$ cat src/rtl/cla_sum_accumulator_pkg.sv
// Shared state encodings and sizing helper for the CLA sum accumulator.
package cla_sum_accumulator_pkg;

  // FSM state encodings
  localparam logic [1:0] StIdle  = 2'd0;
  localparam logic [1:0] StAccum = 2'd1;
  localparam logic [1:0] StDone  = 2'd2;

  // Bits needed to hold values 0..value-1; never returns less than 1
  function automatic int unsigned clog2(input int unsigned value);
    int unsigned res;
    res = 0;
    while ((32'd1 << res) < value) begin
      res++;
    end
    if (res == 0) begin
      res = 1;
    end
    return res;
  endfunction

endpackage

$ cat src/rtl/cla_sum_accumulator_adder.sv
// Combinational carry-lookahead adder; the result MSB is the carry out.
module cla_sum_accumulator_adder #(
  parameter int unsigned Width = 11
) (
  input  logic [Width-1:0] a_i,
  input  logic [Width-1:0] b_i,
  output logic [Width:0]   sum_o
);

  logic [Width-1:0] gen;
  logic [Width-1:0] prop;
  logic [Width:0]   carry;
  logic [Width-1:0] span;

  assign gen  = a_i & b_i;
  assign prop = a_i ^ b_i;

  // Flat lookahead: carry into bit i+1 is any generate at j <= i whose
  // propagate chain j+1..i is fully set (no carry-in).
  always_comb begin
    carry = '0;
    span  = '0;
    for (int i = 0; i < int'(Width); i++) begin
      for (int j = 0; j <= i; j++) begin
        span = ({Width{1'b1}} >> (int'(Width) - 1 - i)) &
               ~({Width{1'b1}} >> (int'(Width) - 1 - j));
        carry[i+1] = carry[i+1] | (gen[j] & (&(prop | ~span)));
      end
    end
  end

  // Sum bits and carry out
  always_comb begin
    sum_o = {carry[Width], prop ^ carry[Width-1:0]};
  end

endmodule

$ cat src/rtl/cla_sum_accumulator.sv
// Sums NUM_TERMS adder results per batch and offers the total on a
// valid/ready handshake, stalling the producer while the total waits.
module cla_sum_accumulator
  import cla_sum_accumulator_pkg::*;
#(
  parameter int unsigned WIDTH     = 8,
  parameter int unsigned NUM_TERMS = 4,
  parameter int unsigned ACC_WIDTH = 11
) (
  input  logic                               clk,
  input  logic                               rst,
  input  logic                               i_valid,
  input  logic [WIDTH:0]                     i_result,
  output logic                               o_ready,
  input  logic                               i_clear,
  output logic                               o_valid,
  output logic [ACC_WIDTH-1:0]               o_sum,
  output logic                               o_overflow,
  input  logic                               i_ready,
  output logic [clog2(NUM_TERMS+1)-1:0]      o_count
);

  localparam int unsigned CntW = clog2(NUM_TERMS + 1);

  logic [1:0]           state_q, state_d;
  logic [ACC_WIDTH-1:0] acc_q, acc_d;
  logic [ACC_WIDTH-1:0] sum_q, sum_d;
  logic                 ovf_q, ovf_d;
  logic                 sum_ovf_q, sum_ovf_d;
  logic                 valid_q, valid_d;
  logic [CntW-1:0]      count_q, count_d;

  logic [ACC_WIDTH-1:0] term;
  logic [ACC_WIDTH:0]   add_res;
  logic [CntW-1:0]      count_inc;
  logic                 accept;
  logic                 last_term;

  assign term      = ACC_WIDTH'(i_result);
  assign o_ready   = (state_q != StDone);
  assign accept    = i_valid && o_ready;
  assign count_inc = count_q + CntW'(1);
  assign last_term = (count_inc == CntW'(NUM_TERMS));

  cla_sum_accumulator_adder #(
    .Width (ACC_WIDTH)
  ) u_adder (
    .a_i   (acc_q),
    .b_i   (term),
    .sum_o (add_res)
  );

  // Next-state: clear wins, otherwise advance the batch FSM
  always_comb begin
    state_d   = state_q;
    acc_d     = acc_q;
    sum_d     = sum_q;
    ovf_d     = ovf_q;
    sum_ovf_d = sum_ovf_q;
    valid_d   = valid_q;
    count_d   = count_q;
    if (i_clear) begin
      state_d = StIdle;
      acc_d   = '0;
      count_d = '0;
      valid_d = 1'b0;
      ovf_d   = 1'b0;
    end else begin
      case (state_q)
        StIdle: begin
          if (accept) begin
            acc_d   = term;
            count_d = CntW'(1);
            ovf_d   = 1'b0;
            if (NUM_TERMS == 1) begin
              sum_d     = term;
              sum_ovf_d = 1'b0;
              valid_d   = 1'b1;
              state_d   = StDone;
            end else begin
              state_d = StAccum;
            end
          end
        end
        StAccum: begin
          if (accept) begin
            acc_d   = add_res[ACC_WIDTH-1:0];
            ovf_d   = ovf_q | add_res[ACC_WIDTH];
            count_d = count_inc;
            if (last_term) begin
              sum_d     = add_res[ACC_WIDTH-1:0];
              sum_ovf_d = ovf_q | add_res[ACC_WIDTH];
              valid_d   = 1'b1;
              state_d   = StDone;
            end
          end
        end
        StDone: begin
          if (i_ready) begin
            valid_d = 1'b0;
            acc_d   = '0;
            count_d = '0;
            state_d = StIdle;
          end
        end
        default: state_d = StIdle;
      endcase
    end
  end

  // State and output registers
  always_ff @(posedge clk or posedge rst) begin
    if (rst) begin
      state_q   <= StIdle;
      acc_q     <= '0;
      sum_q     <= '0;
      ovf_q     <= 1'b0;
      sum_ovf_q <= 1'b0;
      valid_q   <= 1'b0;
      count_q   <= '0;
    end else begin
      state_q   <= state_d;
      acc_q     <= acc_d;
      sum_q     <= sum_d;
      ovf_q     <= ovf_d;
      sum_ovf_q <= sum_ovf_d;
      valid_q   <= valid_d;
      count_q   <= count_d;
    end
  end

  assign o_valid    = valid_q;
  assign o_sum      = sum_q;
  assign o_overflow = sum_ovf_q;
  assign o_count    = count_q;

endmodule

$ cat config.mk
export PLATFORM = sky130hd
export DESIGN_NAME = cla_sum_accumulator
export DESIGN_NICKNAME = d
export VERILOG_FILES = /design/src/rtl/cla_sum_accumulator_pkg.sv /design/src/rtl/cla_sum_accumulator_adder.sv /design/src/rtl/cla_sum_accumulator.sv
export SDC_FILE = /design/constraint.sdc
export NUM_CORES = 1
export LEC_CHECK = 0
export BUFFER_PORTS_ARGS = -buffer_cell sky130_fd_sc_hd__buf_2
export CAP_MARGIN = 40
export CORE_UTILIZATION = 55
export CTS_CLUSTER_DIAMETER = 50
export DETAILED_ROUTE_END_ITERATION = 10
export HOLD_SLACK_MARGIN = 0.08
export PLACE_DENSITY = 0.78
export SYNTH_ARGS = -nofsm -noshare
export SYNTH_HDL_FRONTEND = slang
export SYNTH_SLANG_ARGS = --single-unit
$ cat constraint.sdc
create_clock -name clk -period 2.7 [get_ports clk]
set_input_delay 0.54 -clock clk [delete_from_list [all_inputs] [get_ports clk]]
set_output_delay 0.54 -clock clk [all_outputs]
set_load 0.02 [all_outputs]
---- Word-level counts from Yosys, hierarchy flattened ----
Cells that the tools add are included.
W data, S select, Z words.
word-level totals
  register bits after elaboration ......... 30
  bits of input ports ..................... 14
  output and inout port bits .............. 17
cells by class
  add/sub/neg operators ................... 1
  equal/unequal tests ..................... 8
  mux-type cells .......................... 25
  bitwise logic cells ..................... 115
  reductions and logical operators ........ 55
operators with widths
  operator              count
  $or A1 B1 Y1          56
  $and A1 B1 Y1         55
  $mux W11              4
  $reduce_and A4 Y1     11
  $pmux W11 S3          1
  $reduce_and A5 Y1     6
  $reduce_and A6 Y1     5
  $reduce_and A7 Y1     4
  $reduce_and A3 Y1     9
  $reduce_and A8 Y1     3
  $reduce_and A2 Y1     9
  $reduce_and A9 Y1     2
  $mux W3               4
  $ne A3 B3 Y1 const B  4
  $and A11 B9 Y11       1
  $xor A11 B11 Y11      1
  $xor A11 B9 Y11       1
  $mux W2               5
  $reduce_and A10 Y1    1
  $pmux W3 S3           1
  $mux W1               7
  $pmux W2 S3           1
  $reduce_bool A3 Y1    2
  $pmux W1 S2           2
  other kinds (9)       9

---- Longest topological paths before layout ----
Gate-level depths: netlist (run 1).
  depth after elaboration ................. 17
  gate-level depth with buffers ........... 9
  depth with buffers taken out ............ 7

---- Cells and area by module ----
From an unflattened synthesis (run 1), not the netlist that was laid out.
second synthesis, totals
  cells, all modules ...................... 191
  area total of the unflattened synthesis .. 2079.5 um2
modules (own cells, without submodules)
  module                     times used  cells an instance  area each (um2)
  cla_sum_accumulator        1           139                1651.6
  cla_sum_accumulator_adder  1           52                 427.9

---- Least setup slack after synthesis (run 1) ----
OpenSTA, ideal clock, no wires.
  path type ............................... input to register
  from .................................... in i_result[2]
  to ...................................... reg sum_q[8] (netlist: o_sum[8])
  arrival ................................. 2038 ps
  data required time ...................... 2604 ps
  slack ................................... 567 ps
  cell stages on the path ................. 6
  buffers on the path ..................... 0
  cells stage by stage .................... ha_1 -> a311oi_2 -> nor3b_1 -> o2111a_2 -> a211o_1 -> o31ai_1
on the way
  cells in the longest elaborated chain, start to end .. 11
ends and longest elaborated chain
  item                                                    RTL line                         source
  start: declaration                                      cla_sum_accumulator.sv:13        input logic [WIDTH:0] i_result,
  $xor A11 B9 Y11                                         cla_sum_accumulator_adder.sv:16  assign prop = a_i ^ b_i;
  $reduce_and A7 Y1 or $reduce_and A6 Y1 (tied branches)  cla_sum_accumulator_adder.sv:27  carry[i+1] = carry[i+1] | (gen[j] & (&(prop | ~span)));
  $and A1 B1 Y1                                           cla_sum_accumulator_adder.sv:27
  $or A1 B1 Y1                                            cla_sum_accumulator_adder.sv:27
  $or A1 B1 Y1 (*) (6 in series)                          cla_sum_accumulator_adder.sv:27
  $xor A11 B11 Y11 (*)                                    cla_sum_accumulator_adder.sv:34  sum_o = {carry[Width], prop ^ carry[Width-1:0]};
  end signal: assignment                                  cla_sum_accumulator.sv:124       sum_q <= sum_d;
  end: declaration                                        cla_sum_accumulator.sv:27        logic [ACC_WIDTH-1:0] sum_q, sum_d;
Mark *: on every way between the ends. The rest lies on a longest branch, timed or not.
A chain may end at the register's enable or synchronous reset.

---- Worst setup path in the final report (run 1) ----
  from .................................... reg state_q[0]
  to ...................................... reg sum_q[2] (netlist: o_sum[2])
on the way
  cells in the longest elaborated chain, start to end .. 3
ends and longest elaborated chain
  item                                    RTL line                    source
  start: declaration                      cla_sum_accumulator.sv:25   logic [1:0] state_q, state_d;
  start signal: assignment                cla_sum_accumulator.sv:114  state_q <= StIdle;
  start signal: assignment                cla_sum_accumulator.sv:122  state_q <= state_d;
  $ne A2 B2 Y1                            cla_sum_accumulator.sv:40   assign o_ready = (state_q != StDone);
  $logic_and A1 B1 Y1                     cla_sum_accumulator.sv:41   assign accept = i_valid && o_ready;
  $reduce_and A4 Y1 (no source line) (*)  -
Marked as above.

==> results of run 1 <==
-- power by group through the flow --
stage	Combinational, uW	Sequential (uW)	Clock, uW
2_1_floorplan	229	499	0
3_3_place_gp	296	498	0
3_5_place_dp	306	501	0
4_1_cts	308	492	347
5_1_grt	343	495	368
6_report	310	492	340
-- worst paths after layout --
kind                             startpoint    endpoint  slack [ps]  cells past startpoint
worst max-delay path             state_q[0]    o_sum[2]         500                      7
worst min-delay path                    rst  o_count[2]         260                      3
worst max register to register   state_q[0]    o_sum[2]         500                      7
worst min register to register     o_sum[1]    o_sum[1]         480                      2
max in group asynchronous               rst    acc_q[6]        2160                      3
min in group clk                i_result[0]    acc_q[0]         430                      3
-- registers in the layout, indices dropped and copies added, names as in the netlist --
register	count
acc_q	11
o_valid	1
o_count	3
o_sum	11
ovf_q	1
state_q	2
o_overflow	1
-- placed cells by master, fill, tap and decap left out, types with 2 or more instances in the layout --
master     n
buf_4      5
o21ai_0   13
dfrtp_1   30
clkbuf_8   3
o211ai_1   3
a211o_1    2
and3_1     2
inv_1     13
mux2i_1    3
o21a_1     2
nor2b_1    5
buf_2     30
a211oi_1   2
clkbuf_4   5
xor2_1     3
a31oi_1    2
xnor2_1    3
o31ai_1    6
nand3b_1   3
nor3_1     2
a222oi_1   2
nand2_1   28
nor2_1    12
nand3_1    2
a21oi_1    7
a22oi_1    6
ha_1      15
o21ai_1    4
-- worst max-delay path, stage by stage (launching register included) --
cell and delay, ps:
dfrtp_1 400, inv_1 90, ha_1 290, nor2b_1 280
and3_1 290, nand3b_1 310, buf_4 280, o21ai_0 180
-- routing by layer --
metal	track usage, %	vias to the layer above	part of all wire, %	routed length, um
met4	9.635	0	2.1	87
li1	-	805	-	-
met3	7.359	9	7.7	324
met5	0	-	0	0
met1	35.29	772	44	1866
met2	42.39	65	46	1925
-- cells by family (layout without fill, tap and decap cells) --
group | after synthesis | after routing
compound gates | 66 | 66
xor+xnor | 6 | 6
fa+ha+maj | 16 | 16
buf+inv | 20 | 56
flops | 30 | 30
mux | 3 | 3
simple gates | 59 | 59
-- layout make-up --
cell class | instances | area, um^2
Multi-Input combinational cell | 150 | 1037
Fill cell | 263 | 969.7
Sequential cell | 30 | 750.7
Timing Repair Buffer | 35 | 187.7
Clock buffer | 8 | 78.83
Tap cell | 44 | 55.05
Inverter | 13 | 48.80
-- per-stage QoR --
stage | std cells | instance area, um^2 | power (uW) | utilization, %
floorplan | 200 | 1866 | 728.3 | -
global placement | 272 | 2079 | 793.9 | 66.48
detailed placement | 272 | 2079 | 807.1 | 66.48
CTS | 280 | 2158 | 1147 | 69.00
global route | 280 | 2158 | 1205 | 69.00
finish | 280 | 2158 | 1142 | 69.00
==> results by group, run 1 <==
Synthesis
  • Commonest cells post-synth: 30 x dfrtp_1, 28 x nand2_1, 15 x ha_1, 13 x inv_1, 13 x o21ai_0
  • Mapped Cells: 200
  • Yosys top cell by area: dfrtp_1
  • Ys flop type: dfrtp_1
  • Mux contribution to synthesized area: 1.610%
  • Post-Syn Area per Cell: 9.328 um^2
  • EDFF count, synth: 0
  • Xor and xnor area share after synthesis: 2.817%
  • Largest family of logic cells by synthesized area: compound AO/OA/AOI/OAI gates
  • Net Count, Synth: 230
  • Yosys reg bits: 30
  • Top post-synthesis cells by area: dfrtp_1 40%, ha_1 10%, nand2_1 5.6%
  • Synth Area in Adders: 11.13%
  • Synth Area in Simple Gates: 14.76%
  • Cell variety after synth: 49
  • Complex-gate fraction of the synthesized area: 25.29%
  • Register area share after synthesis: 40.24%
  • Yosys warning total: 0
  • Count leader, synth: dfrtp_1
  • Async S/R FF share, synth: 100.0%
  • Top cell type's share of synthesized area: 40.24%
  • Synthesized cell area: 0.001866 mm^2

Placement
  • RePlAce Congestion: 0.9582
  • DP Worst Slack: 280.5 ps
  • Placed wire-length estimate: 3098 um
  • IO Port Bufs: 30

Clock network
  • CTS Buffer Depth: 2
  • Sink Count: 30
  • Cts repair resizes: 0
  • CTS Hold Buffers Added: 0
  • Num CTS Buffers: 5
  • Clock root buffer: clkbuf_4
  • CTS tree: done
  • H-tree levels: 2
  • Clock latency on the worst-skew pair: 340 ps
  • Clk pin slew, worst setup/hold paths: 100 ps
  • Post-CTS Setup Inserts: 0

Global routing
  • Vias in the first global route: 1594
  • Largest net degree at the start of global routing: 31
  • First-pass GRT wire length: 7072 um
  • GRT Total Usage: 26.94%
  • Initial antenna violation count: 0
  • GRT overflow: 0

Pwr
  • Int Power: 773.4 uW
  • Power share of the combinational group: 27.1%
  • P_leak: 0.001103 uW
  • VDD IR-drop max: 350.2 uV
  • PwrDens: 529.0 mW/mm^2
  • Sw frac: 32.27%
  • Sequential share of power: 43.0%
  • Switching power total: 368.4 uW
  • Clock power share: 29.8%

Flow run
  • Max-cap viol count: 0

Floorplan
  • Die Footprint: 0.003629 mm^2
  • Die width: 60.24 um
  • CORE AREA: 0.003128 mm^2
  • Die Ht: 60.24 um
  • Initial Utilization: 59.64%
  • # IOs: 31
  • Core Rows: 20

Routing
  • Drt pass-1 iters: 4
  • Drt via density: 5.896
  • Initial DRC count: 106
  • Post-Route WL: 4204 um
  • Per-cell routed wire length: 15.01 um
  • Drc violations: 0
  • Vias post-DR: 1651
  • ANT nets after route: 0

Final layout
  • Number of diodes: 0
  • Final net count: 265
  • Area grow syn2layout: 15.69%
  • Share of layout cells above drive strength 1: 20.34%

Timing
  • Fin Setup TNS: 0 ps
  • Final worst path period share: 81.54%
  • Worst-Margin Slew: 496.9 ps
  • Hold WS: 255.6 ps
  • # setup viols final: 0
  • Final hold violation count: 0
  • Min Tclk post-route: 2202 ps
  • Relative slew slack: 66.73%
  • Clock skew: 5.100 ps
  • Setup ws final: 498.3 ps
  • Achievable frequency: 454.2 MHz
  • RSZ-0062 raised after global routing: false
  • Fin. max-slew vios: 0

Worst setup path
  • Setup crit start kind: flop
  • Largest fanout on the critical path: 10
  • Crit path capture type: flop
  • Kind of critical path: reg2reg
  • Worst endpoint required time: 2960 ps
  • Worst EP arrival: 2460 ps

Min path
  • Hold Crit Class: in2async

Status
  • Run status: completed
(Power assumes the default switching activity.)
==> run 2, diff against run 1 <==
Clock period 2.7 ns to 2.2 ns, I/O delays scaled along.
==> run 2 against run 1 <==
  * Non-clock buffer count is 7 higher
  * Critical path depth stayed put
  * Routed wire length is 2.9% higher
  * Utilization is 1.3 points higher
  * Global-route usage is 0.68 points higher
  * Clock skew is 8.7 ps higher
  * Sequential share of layout area is 0.63 points lower
  * Flip-flop and latch count stayed put
  * Final cell count is 2.5% higher
  * Worst hold slack worse by 99 ps
  * Clock power is 2% higher
  * Maximum frequency is 6.2% higher
  * Critical path type unchanged
  * Largest power group unchanged
==> results by group, run 2 (same netlist as run 1, synthesis figures left out) <==
Routing
  • Drt pass-1 iters: 4
  • Vias post-DR: 1684
  • Post-Route WL: 4324 um
  • Per-cell routed wire length: 15.07 um
  • ANT nets after route: 0
  • Initial DRC count: 103
  • Drt via density: 5.868
  • Drc violations: 0

Worst setup path
  • CP peak stage delay: 430 ps
  • Worst R2R Setup Slack: 130 ps
  • Largest fanout on the critical path: 5
  • Worst EP arrival: 2280 ps
  • Worst r2r src: acc_q[1]
  • Top Family by Delay on Critical Path: compound AO/OA/AOI/OAI gates
  • Worst path bufs/invs: 1
  • Worst endpoint required time: 2410 ps
  • R2R Path End: ovf_q
  • CP startpoint: acc_q[1]
  • Cells on worst reg2reg path: 7
  • Crit-path slowest cell: dfrtp_1
  • Kind of critical path: reg2reg
  • Setup crit start kind: flop
  • Crit path capture type: flop
  • Cells along the critical path: ha_1, a311oi_2, nor3b_1, o2111a_2, buf_4, o211ai_1, a211oi_1

Floorplan
  • CORE AREA: 0.003128 mm^2
  • Core Rows: 20
  • Initial Utilization: 59.64%
  • Die Footprint: 0.003629 mm^2
  • # IOs: 31
  • Die Ht: 60.24 um
  • Die width: 60.24 um

Timing
  • Hold WS: 156.5 ps
  • Relative slew slack: 74.49%
  • Final hold violation count: 0
  • Final worst path period share: 94.19%
  • Worst-Margin Slew: 382.7 ps
  • Achievable frequency: 482.6 MHz
  • Min Tclk post-route: 2072 ps
  • RSZ-0062 raised after global routing: false
  • Clock skew: 13.75 ps
  • # setup viols final: 0
  • Fin. max-slew vios: 0

Clock network
  • Num CTS Buffers: 5
  • Clk pin slew, worst setup/hold paths: 100 ps
  • CTS tree: done
  • Clock root buffer: clkbuf_4
  • Clock latency on the worst-skew pair: 340 ps
  • CTS Buffer Depth: 2
  • H-tree levels: 2
  • Post-CTS Setup Inserts: 0
  • Sink Count: 30
  • CTS Hold Buffers Added: 0

Global routing
  • GRT Total Usage: 27.62%
  • First-pass GRT wire length: 7210 um
  • Largest net degree at the start of global routing: 31
  • GRT overflow: 0
  • Vias in the first global route: 1622
  • Initial antenna violation count: 0

Pwr
  • Int Power: 898.5 uW
  • Overall power after layout: 1351 uW
  • VDD IR-drop max: 318.7 uV
  • Clock power share: 25.7%
  • P_leak: 0.001128 uW
  • Power share of the combinational group: 29.6%
  • PwrDens: 614.5 mW/mm^2
  • Sw frac: 33.49%
  • Sequential share of power: 44.7%
  • Switching power total: 452.4 uW

Final layout
  • Fillers: 252
  • Number of diodes: 0
  • Area grow syn2layout: 17.84%
  • Leading cell types in the layout, fill and taps excluded: 30 x dfrtp_1, 30 x buf_2, 28 x nand2_1
  • Non-filler instance count after layout: 287
  • Final net count: 272
  • Storage cell area: 750.7 um^2
  • Share of layout cells above drive strength 1: 22.63%
  • Area of the multi-input gates: 0.001044 mm^2

Flow run
  • Max-cap viol count: 0

Status
  • Run status: completed

Min path
  • Hold Crit Class: in2async

Placement
  • Placed cells: 279
  • Placed wire-length estimate: 3203 um
  • IO Port Bufs: 30
  • RePlAce Congestion: 0.8816
-- run 2: changes by cell type in the layout (fill, tap and decap cells not counted), sizes merged --
cell | previous run | this run
buf | 35 | 42
clkbuf | 8 | 7
clkinv | 0 | 1
-- run 2: layout make-up --
class,count,area share (%)
repair buffers,42,10.93
inverters,13,2.220
clock buffers,7,2.504
well taps,44,2.504
clock inverters,1,0.2277
flip-flops and latches,30,34.15
multi-input cells,150,47.47
-- run 2: worst max path at each step --
stage               slack (ps)  cells past startpoint   endpoint
floorplan                  170                      6   o_sum[8]
global placement            60                      8      ovf_q
detailed placement         -20                      7   acc_q[9]
CTS                        130                      6   acc_q[9]
global route                20                      5  acc_q[10]
finish                     130                      7      ovf_q
-- run 2: per-layer routing --
| metal | routed length [um] | global-route usage [%] | vias up |
|---|---|---|---|
| met1 | 1929 | 35.70 | 790 |
| met4 | 87 | 11.30 | 0 |
| met3 | 263 | 6.710 | 10 |
| met5 | 0 | 0 | - |
| met2 | 2044 | 43.96 | 62 |
| li1 | - | - | 822 |
-- run 2: timing repair --
action / CTS / global route
gates resized for setup: 0 / 2
endpoints found under the setup margin: 0 / 2
endpoints found under the hold margin: 0 / 0
-- run 2: through the flow --
| stage | utilization (%) | area, um^2 | setup WS (ps) | setup TNS, ps |
|---|---|---|---|---|
| floorplan | - | 1866 | 166.8 | 0 |
| global placement | 68.16 | 2132 | 61.58 | 0 |
| detailed placement | 68.16 | 2132 | -16.89 | -16.89 |
| CTS | 70.08 | 2192 | 131.6 | 0 |
| global route | 70.28 | 2198 | 23.92 | 0 |
| finish | 70.28 | 2198 | 127.7 | 0 |
-- run 2: worst min-delay path: cells and delay by family --
family | cells | cell delay, ps
buf+inv | 3 | 470
-- run 2: power groups by stage --
stage	Sequential, uW	Clock [uW]	Combinational [uW]
after floorplan	612	0	282
after global placement	612	0	378
after detailed placement	615	0	392
after CTS	604	358	395
after global routing	608	388	438
final	604	347	400
